[src/rtl/cipher_feeder.sv]
// cipher_feeder: buffers upstream bytes in a small FIFO and presents them to a
// byte-serial cipher in 8-cycle windows, handling seeding and the reset command.
module cipher_feeder #(
  parameter int DEPTH = 4
) (
  input  logic                       clk,
  input  logic                       rst_n,
  input  logic [7:0]                 in_data,
  input  logic                       in_valid,
  output logic                       in_ready,
  input  logic [7:0]                 seed,
  input  logic                       start,
  input  logic                       stop,
  output logic [7:0]                 ctl_out,
  output logic [7:0]                 data_out,
  output logic                       out_strobe,
  output logic                       err_seed,
  output logic                       busy,
  output logic [$clog2(DEPTH):0]     fifo_level
);

  localparam int AW = $clog2(DEPTH);
  localparam logic [AW:0] FULL = (AW + 1)'(DEPTH);

  typedef enum logic [2:0] {
    IDLE,
    SEED,
    RUN,
    STOP,
    DRAIN
  } state_t;

  state_t      state, state_nx;
  logic [2:0]  phase, phase_nx;
  logic        stop_pend, stop_pend_nx;
  logic        win_valid, win_valid_nx;
  logic [7:0]  ctl_nx, data_nx;
  logic        strobe_nx, err_nx;
  logic        load, pop, push;

  logic [7:0]  mem [DEPTH];
  logic [AW:0] wr_ptr, rd_ptr;

  assign fifo_level = wr_ptr - rd_ptr;
  assign in_ready   = (fifo_level != FULL);
  assign push       = in_valid && in_ready;
  assign busy       = (state != IDLE);

  // Next-state, window load and registered-output decode.
  always_comb begin
    state_nx     = state;
    phase_nx     = phase;
    stop_pend_nx = stop_pend;
    win_valid_nx = win_valid;
    data_nx      = data_out;
    strobe_nx    = 1'b0;
    err_nx       = 1'b0;
    load         = 1'b0;
    pop          = 1'b0;
    ctl_nx       = 8'h00;

    unique case (state)
      IDLE: begin
        if (start) begin
          if (seed != 8'h00 && seed != 8'hFF) state_nx = SEED;
          else                                err_nx   = 1'b1;
        end
      end
      SEED: begin
        state_nx     = RUN;
        phase_nx     = '0;
        stop_pend_nx = 1'b0;
        load         = 1'b1;
      end
      RUN: begin
        if (phase == 3'd7) begin
          // The cipher samples here; report the window that just ended.
          strobe_nx = win_valid;
          if (stop_pend || stop) begin
            state_nx     = STOP;
            stop_pend_nx = 1'b0;
          end else begin
            phase_nx = '0;
            load     = 1'b1;
          end
        end else begin
          phase_nx = phase + 3'd1;
          if (stop) stop_pend_nx = 1'b1;
        end
      end
      STOP:    state_nx = DRAIN;
      DRAIN:   state_nx = IDLE;
      default: state_nx = IDLE;
    endcase

    if (load) begin
      pop          = (fifo_level != '0);
      win_valid_nx = pop;
      data_nx      = pop ? mem[rd_ptr[AW-1:0]] : 8'h00;
    end

    unique case (state_nx)
      SEED:    ctl_nx = seed;
      STOP:    ctl_nx = 8'hFF;
      default: ctl_nx = 8'h00;
    endcase
  end

  // Control state and registered outputs.
  always_ff @(posedge clk or negedge rst_n) begin
    if (!rst_n) begin
      state      <= IDLE;
      phase      <= '0;
      stop_pend  <= 1'b0;
      win_valid  <= 1'b0;
      ctl_out    <= '0;
      data_out   <= '0;
      out_strobe <= 1'b0;
      err_seed   <= 1'b0;
    end else begin
      state      <= state_nx;
      phase      <= phase_nx;
      stop_pend  <= stop_pend_nx;
      win_valid  <= win_valid_nx;
      ctl_out    <= ctl_nx;
      data_out   <= data_nx;
      out_strobe <= strobe_nx;
      err_seed   <= err_nx;
    end
  end

  // FIFO pointers; one extra bit distinguishes full from empty.
  always_ff @(posedge clk or negedge rst_n) begin
    if (!rst_n) begin
      wr_ptr <= '0;
      rd_ptr <= '0;
    end else begin
      if (push) wr_ptr <= wr_ptr + 1'b1;
      if (pop)  rd_ptr <= rd_ptr + 1'b1;
    end
  end

  // FIFO storage; contents need no reset since the pointers define validity.
  always_ff @(posedge clk) begin
    if (push) mem[wr_ptr[AW-1:0]] <= in_data;
  end

endmodule

[config.mk]
export PLATFORM = sky130hd
export DESIGN_NAME = cipher_feeder
export DESIGN_NICKNAME = d
export VERILOG_FILES = /design/src/rtl/cipher_feeder.sv
export SDC_FILE = /design/constraint.sdc
export NUM_CORES = 1
export LEC_CHECK = 0
export BUFFER_PORTS_ARGS = -buffer_cell sky130_fd_sc_hd__buf_2
export CORE_MARGIN = 2
export CORE_UTILIZATION = 40
export CTS_CLUSTER_SIZE = 12
export DETAILED_ROUTE_END_ITERATION = 8
export SKIP_CTS_REPAIR_TIMING = 1
export SYNTH_ARGS = -nofsm -noshare
export SYNTH_HDL_FRONTEND = slang
export SYNTH_SLANG_ARGS = --single-unit
[constraint.sdc]
create_clock -name clk -period 2.2 [get_ports clk]
set_clock_uncertainty 0.2 [all_clocks]
set_input_delay 0.11 -clock clk [delete_from_list [all_inputs] [get_ports clk]]
set_output_delay 0.11 -clock clk [all_outputs]
set_load 0.01 [all_outputs]
# Word-level counts from Yosys, hierarchy flattened

Memories as Yosys holds them, arrays and structs flattened.
Cells that the tools add are included.

Add/sub/neg operators: 4
Multipliers: 0
Divide/modulo/power cells: 0
Order comparisons: 0
Equal/unequal tests: 11
Shift operators: 0
Multiplexer cells: 25
Bitwise gates (word level): 0
Reduce and logical (&&, ||, !) cells: 10

Operator list:

| cell                | count |
|---|---|
| $mux 3              | 6 |
| $pmux 8 s2          | 1 |
| $mux 1              | 13 |
| $ne 3x3->1 const B  | 4 |
| $pmux 3 s4          | 1 |
| $add 3x1->3 const B | 3 |
| $eq 3x2->1 const B  | 3 |
| $mux 8              | 1 |
| $ne 8x8->1 const B  | 1 |
| $reduce_bool 8->1   | 1 |
| $eq 3x1->1 const B  | 2 |
| $pmux 3 s2          | 1 |
| $reduce_bool 3->1   | 2 |
| $pmux 1 s2          | 2 |
| $eq 3x3->1 const B  | 1 |
| $logic_not 3->1     | 1 |
| $reduce_and 3->1    | 1 |
| $sub 3x3->3         | 1 |
| $logic_and 1x1->1   | 2 |
| $reduce_and 2->1    | 1 |
| $reduce_bool 2->1   | 1 |
| $logic_or 1x1->1    | 1 |

Register bits: 32
Latch bits: 0
Bits in writable memories: 32
Bits in read-only memories: 0
Input bits: 21
Output and inout bits: 23
Word-level logic and storage cells: 61
Memories kept: 1

Memories:

| name | words | width | read ports | clocked after Yosys merged registers in | write ports | line | RTL |
|---|---|---|---|---|---|---|---|
| mem  | 4     | 8     | 1          | 0                                       | 1           | 41   | `logic [7:0] mem [DEPTH];` |

# Longest topological paths before layout

Word-level depth: 7
Gate-level depth with buffers: 7
Gate-level depth less buffers: 7

# Worst setup path after synthesis

OpenSTA, ideal clock, no wires.

Path type: reg-to-reg
Start: reg wr_ptr[0]
End: mem mem[0][0] (enable)
Setup time: 332 ps
Data arrival time: 1880 ps
Data required time: 1668 ps
Path slack: -212 ps
Cell stages (with the launch flop): 7
Period minus slack after synthesis: 2412 ps
Cell sequence: dfrtp_1 > inv_1 > ha_1 > fa_1 > xor3_2 > nand2_2 > and3_1

Word-level cells in the longest chain between the ends: 5

RTL lines:

| what                         | line | RTL |
|---|---|---|
| start, declared              | 42   | `logic [AW:0] wr_ptr, rd_ptr;` |
| start signal, assigned       | 138  | `if (push) wr_ptr <= wr_ptr + 1'b1;` |
| $sub 3x3->3                  | 44   | `assign fifo_level = wr_ptr - rd_ptr;` |
| named net fifo_level[2]      | 19   | `output logic [$clog2(DEPTH):0] fifo_level` |
| $ne 3x3->1                   | 45   | `assign in_ready = (fifo_level != FULL);` |
| named net in_ready           | 10   | `output logic in_ready,` |
| $logic_and 1x1->1            | 46   | `assign push = in_valid && in_ready;` |
| $mux 1                       | 145  | `if (push) mem[wr_ptr[AW-1:0]] <= in_data;` |
| $mux 1 (not written as such) | 145  |  |
| end, declared                | 41   |  |

The timed path passes the listed nets, and every way through them passes these cells.

# Final worst setup path

Start: reg rd_ptr[0]
End: out in_ready

Word-level cells in the longest chain between the ends: 2

RTL lines:

| what                   | line | RTL |
|---|---|---|
| start, declared        | 42   |  |
| start signal, assigned | 139  | `if (pop) rd_ptr <= rd_ptr + 1'b1;` |
| $sub 3x3->3            | 44   |  |
| $ne 3x3->1             | 45   |  |
| end, declared          | 10   |  |

Every way passes these cells.

==> impl_metrics.env <==
export IMPL_grt_max_degree=33
export IMPL_path_max_fanout=6
export IMPL_crit_chain="ha_4, fa_2, and2_4, nand2_4, buf_6"
export IMPL_final_layout_size_suffix_gt1_share_pct=35.71
export IMPL_async_flop_share_pct=50.00
export IMPL_timing_max_slew_rel_slack_pct=51.80
export IMPL_gr_max_usage_layer="met2"
export IMPL_area_growth_pct=28.99
export IMPL_layout_area_seq_um2=1762
export IMPL_combinationalPowerShare_pct=42.0
export IMPL_synth_edff_count=32
export IMPL_yosysUniqueCellTypes=39
export IMPL_place_detailed_hpwl_mm=3.406
export IMPL_sequentialPowerShare_pct=37.7
export IMPL_synth_main_ff_cell="sky130_fd_sc_hd__edfxtp_1"
export IMPL_htreeDepth=3
export IMPL_cp_max_stage_delay_ns=0.54
export IMPL_path_class="register to output pin"
export IMPL_detail_route_drc_violations=0
export IMPL_p_leak_nw=1.603
export IMPL_synthesized_instance_count=184
export IMPL_post_route_period_util_pct=96.98
export IMPL_worstSetupEndpointType="output pin"
export IMPL_startpoint_type="register"
export IMPL_nets_final=291
export IMPL_yosys_register_bits=64
export IMPL_critical_path_slowest_cell="sky130_fd_sc_hd__fa_2"
export IMPL_cp_required_ns=1.89
export IMPL_cp_data_arrival_time_ns=1.82
export IMPL_dr_total_vias=1659
export IMPL_die_y_um=86.45
export IMPL_cp_buffers_inverters=1
export IMPL_grt_overflow_total=0
export IMPL_antenna_violations_before_repair=0
export IMPL_mean_instance_size_in_the_synthesized_netlist_um2=14.78
export IMPL_synth_yosys_warnings=0
export IMPL_antenna_cells_inserted=0
export IMPL_synth_yosys_seq_area_share_pct=64.80
export IMPL_firstDrtPassIters=6
export IMPL_groute_usage_overall_pct=13.86
export IMPL_setup_viol=0
export IMPL_wl_mm=4.904
export IMPL_grt_first_pass_wirelength_mm=7.721
export IMPL_mappedNetlistNets=214
export IMPL_initial_cell_density_of_the_core_pct=40.69
export IMPL_finalWorstPathRequiredPeriod_ns=2.134
export IMPL_pwr_density_cell_nw_per_um2=1380
export IMPL_finalHoldViolCount=0
export IMPL_row_count=30
export IMPL_dr_first_iter_drc_count=65
export IMPL_number_of_global_route_vias_before_repair=1594
export IMPL_gp_congestion=0.7657
export IMPL_m1_gr_usage_pct=19.05
export IMPL_detail_route_vias_per_cell=4.795
export IMPL_p_int_mw=3.156
export IMPL_power_frac_clock_pct=20.3
export IMPL_groute_layer_met2_usage_pct=20.21
export IMPL_clock_pin_slew_of_the_registers_on_the_worst_case_setup_and_hold_paths_ns=0.07
export IMPL_clkLatencyLatePin_ns=0.33
export IMPL_portBuffers=43
export IMPL_number_of_buffers_on_the_longest_clock_path=2
export IMPL_clock_root_buffer="sky130_fd_sc_hd__clkbuf_8"
export IMPL_tritoncts="built"
export IMPL_multiInputGateArea_um2=915.9
export IMPL_status="finished clean"
export IMPL_fmax_mhz=468.7
export IMPL_final_max_slew_violation_count=0
export IMPL_ant_nets=0
export IMPL_whs_ns=0.1794
export IMPL_post_drt_wl_per_cell_um=14.17
export IMPL_io_pins=44
export IMPL_met3_usage_pct=5.429
export IMPL_cap_violations=0
export IMPL_switching_share_pct=34.76
export IMPL_netlist_area_before_placement_um2=2719
export IMPL_max_slew_worst_pin_slew_ns=0.7230
export IMPL_final_fill_count=577
export IMPL_coreArea_um2=6681
export IMPL_switchingPower_mw=1.682
export IMPL_die_area_um2=7473
export IMPL_cpLargestDelayFamily="adder cells"
export IMPL_cts_bufs_inserted=9
export IMPL_report_power_total_mw=4.838
export IMPL_irDropWorstVdd_mv=0.6175
export IMPL_fp_dieW_um=86.45
export IMPL_worstHoldPathType="primary input to async pin"
export IMPL_cts_num_sinks=64
-- registers in the layout, summed over array words and instances, names as in the netlist --
| signal | flops |
|---|---|
| mem | 32 |
| ctl_out | 8 |
| data_out | 8 |
| phase | 3 |
| rd_ptr | 3 |
| state | 3 |
| wr_ptr | 3 |
| err_seed | 1 |
| out_strobe | 1 |
| stop_pend | 1 |
| win_valid | 1 |
-- area by class of cell --
cell class	count	share of cell area [%]
well taps	80	2.854
flip-flops and latches	64	50.23
clock inverters	7	2.034
multi-input cells	100	26.11
clock buffers	9	3.532
inverters	16	1.712
repair buffers	70	13.52
-- cell usage in the layout, fill, tap and decap left out, types with 6 or more instances in the layout --
master and instances:
sky130_fd_sc_hd__dlygate4sd3_1 20, sky130_fd_sc_hd__mux4_2 8, sky130_fd_sc_hd__o21ai_2 8, sky130_fd_sc_hd__nor2_1 6, sky130_fd_sc_hd__buf_4 7, sky130_fd_sc_hd__a21o_1 8, sky130_fd_sc_hd__dfrtp_1 32, sky130_fd_sc_hd__inv_1 15
sky130_fd_sc_hd__ha_1 7, sky130_fd_sc_hd__buf_2 42, sky130_fd_sc_hd__edfxtp_1 32, sky130_fd_sc_hd__clkbuf_8 9, sky130_fd_sc_hd__nand2_1 17
-- metrics by stage --
stage                 TNS, ns  area, um^2  util (%)  instances  setup WS, ns
CTS                  -0.04546        3288     49.21        326      -0.04546
finish                      0        3507     52.49        346       0.06646
floorplan                   0        2749         -        184       0.01234
global route        -0.004556        3507     52.49        346     -0.004556
detailed placement          0        3093     46.29        310       0.03605
global placement            0        3093     46.29        310       0.07273
-- layer usage --
metal,wire length (um),vias up
met5,0,-
met4,41,0
met2,2227,53
met1,2352,784
met3,282,4
li1,-,818
-- cell families after synthesis --
| kind of cell | after synthesis | share of synthesized area, % |
|---|---|---|
| mux | 13 | 8.697 |
| buf+inv | 20 | 3.083 |
| compound gates | 26 | 7.731 |
| fa+ha+maj | 9 | 4.418 |
| xor+xnor | 5 | 2.485 |
| flops | 64 | 64.80 |
| simple gates | 47 | 8.789 |
-- final timing paths --
path	to	slack, ns	startpoint	cells after the start
worst max-delay path	in_ready	0.07	rd_ptr[0]$_DFFE_PN0P_	5
worst min-delay path	ctl_out[5]$_DFF_PN0_	0.18	rst_n	2
worst max register to register	rd_ptr[2]$_DFFE_PN0P_	0.08	rd_ptr[0]$_DFFE_PN0P_	5
worst min register to register	data_out[5]$_DFFE_PN0P_	0.27	data_out[5]$_DFFE_PN0P_	2
max in group asynchronous	data_out[3]$_DFFE_PN0P_	1.16	rst_n	2
min in group clk	data_out[5]$_DFFE_PN0P_	0.27	data_out[5]$_DFFE_PN0P_	2
-- Yosys cell counts (all sizes together) (2+ instances only) --
master  instances  area [um^2]
a21oi           4        20.02
mux2i           3        30.03
mux4            8        180.2
nor3            3        15.01
buf             2        16.26
o21ai          10        80.07
nand4           2        12.51
ha              8        100.1
nand2          18        70.07
or4             2        15.01
a21o            8        60.06
nor4            2        12.51
edfxtp         32        960.9
inv            16        60.06
xnor2           3        33.79
mux2            2        26.27
nand2b          4        25.02
dfrtp          32        800.8
nor2            6        22.52
and3            5        31.28
clkbuf          2        7.510
-- power by group through the flow --
stage	clock (mW)	sequential, mW	combinational [mW]
2_1_floorplan	0	1.85	1.37
6_report	0.981	1.82	2.03
3_5_place_dp	0	1.85	1.97
4_1_cts	1.02	1.82	1.97
3_3_place_gp	0	1.84	1.94
5_1_grt	1.08	1.86	2.26
-- worst reg2reg max path, stage by stage, from the launching register on --
cell and delay, ns:
sky130_fd_sc_hd__dfrtp_1 0.41, sky130_fd_sc_hd__ha_4 0.17, sky130_fd_sc_hd__fa_2 0.54, sky130_fd_sc_hd__nand2_1 0.13
sky130_fd_sc_hd__or4_1 0.51, sky130_fd_sc_hd__nand3_1 0.09
No activity file was read; power rests on OpenSTA's default activity.
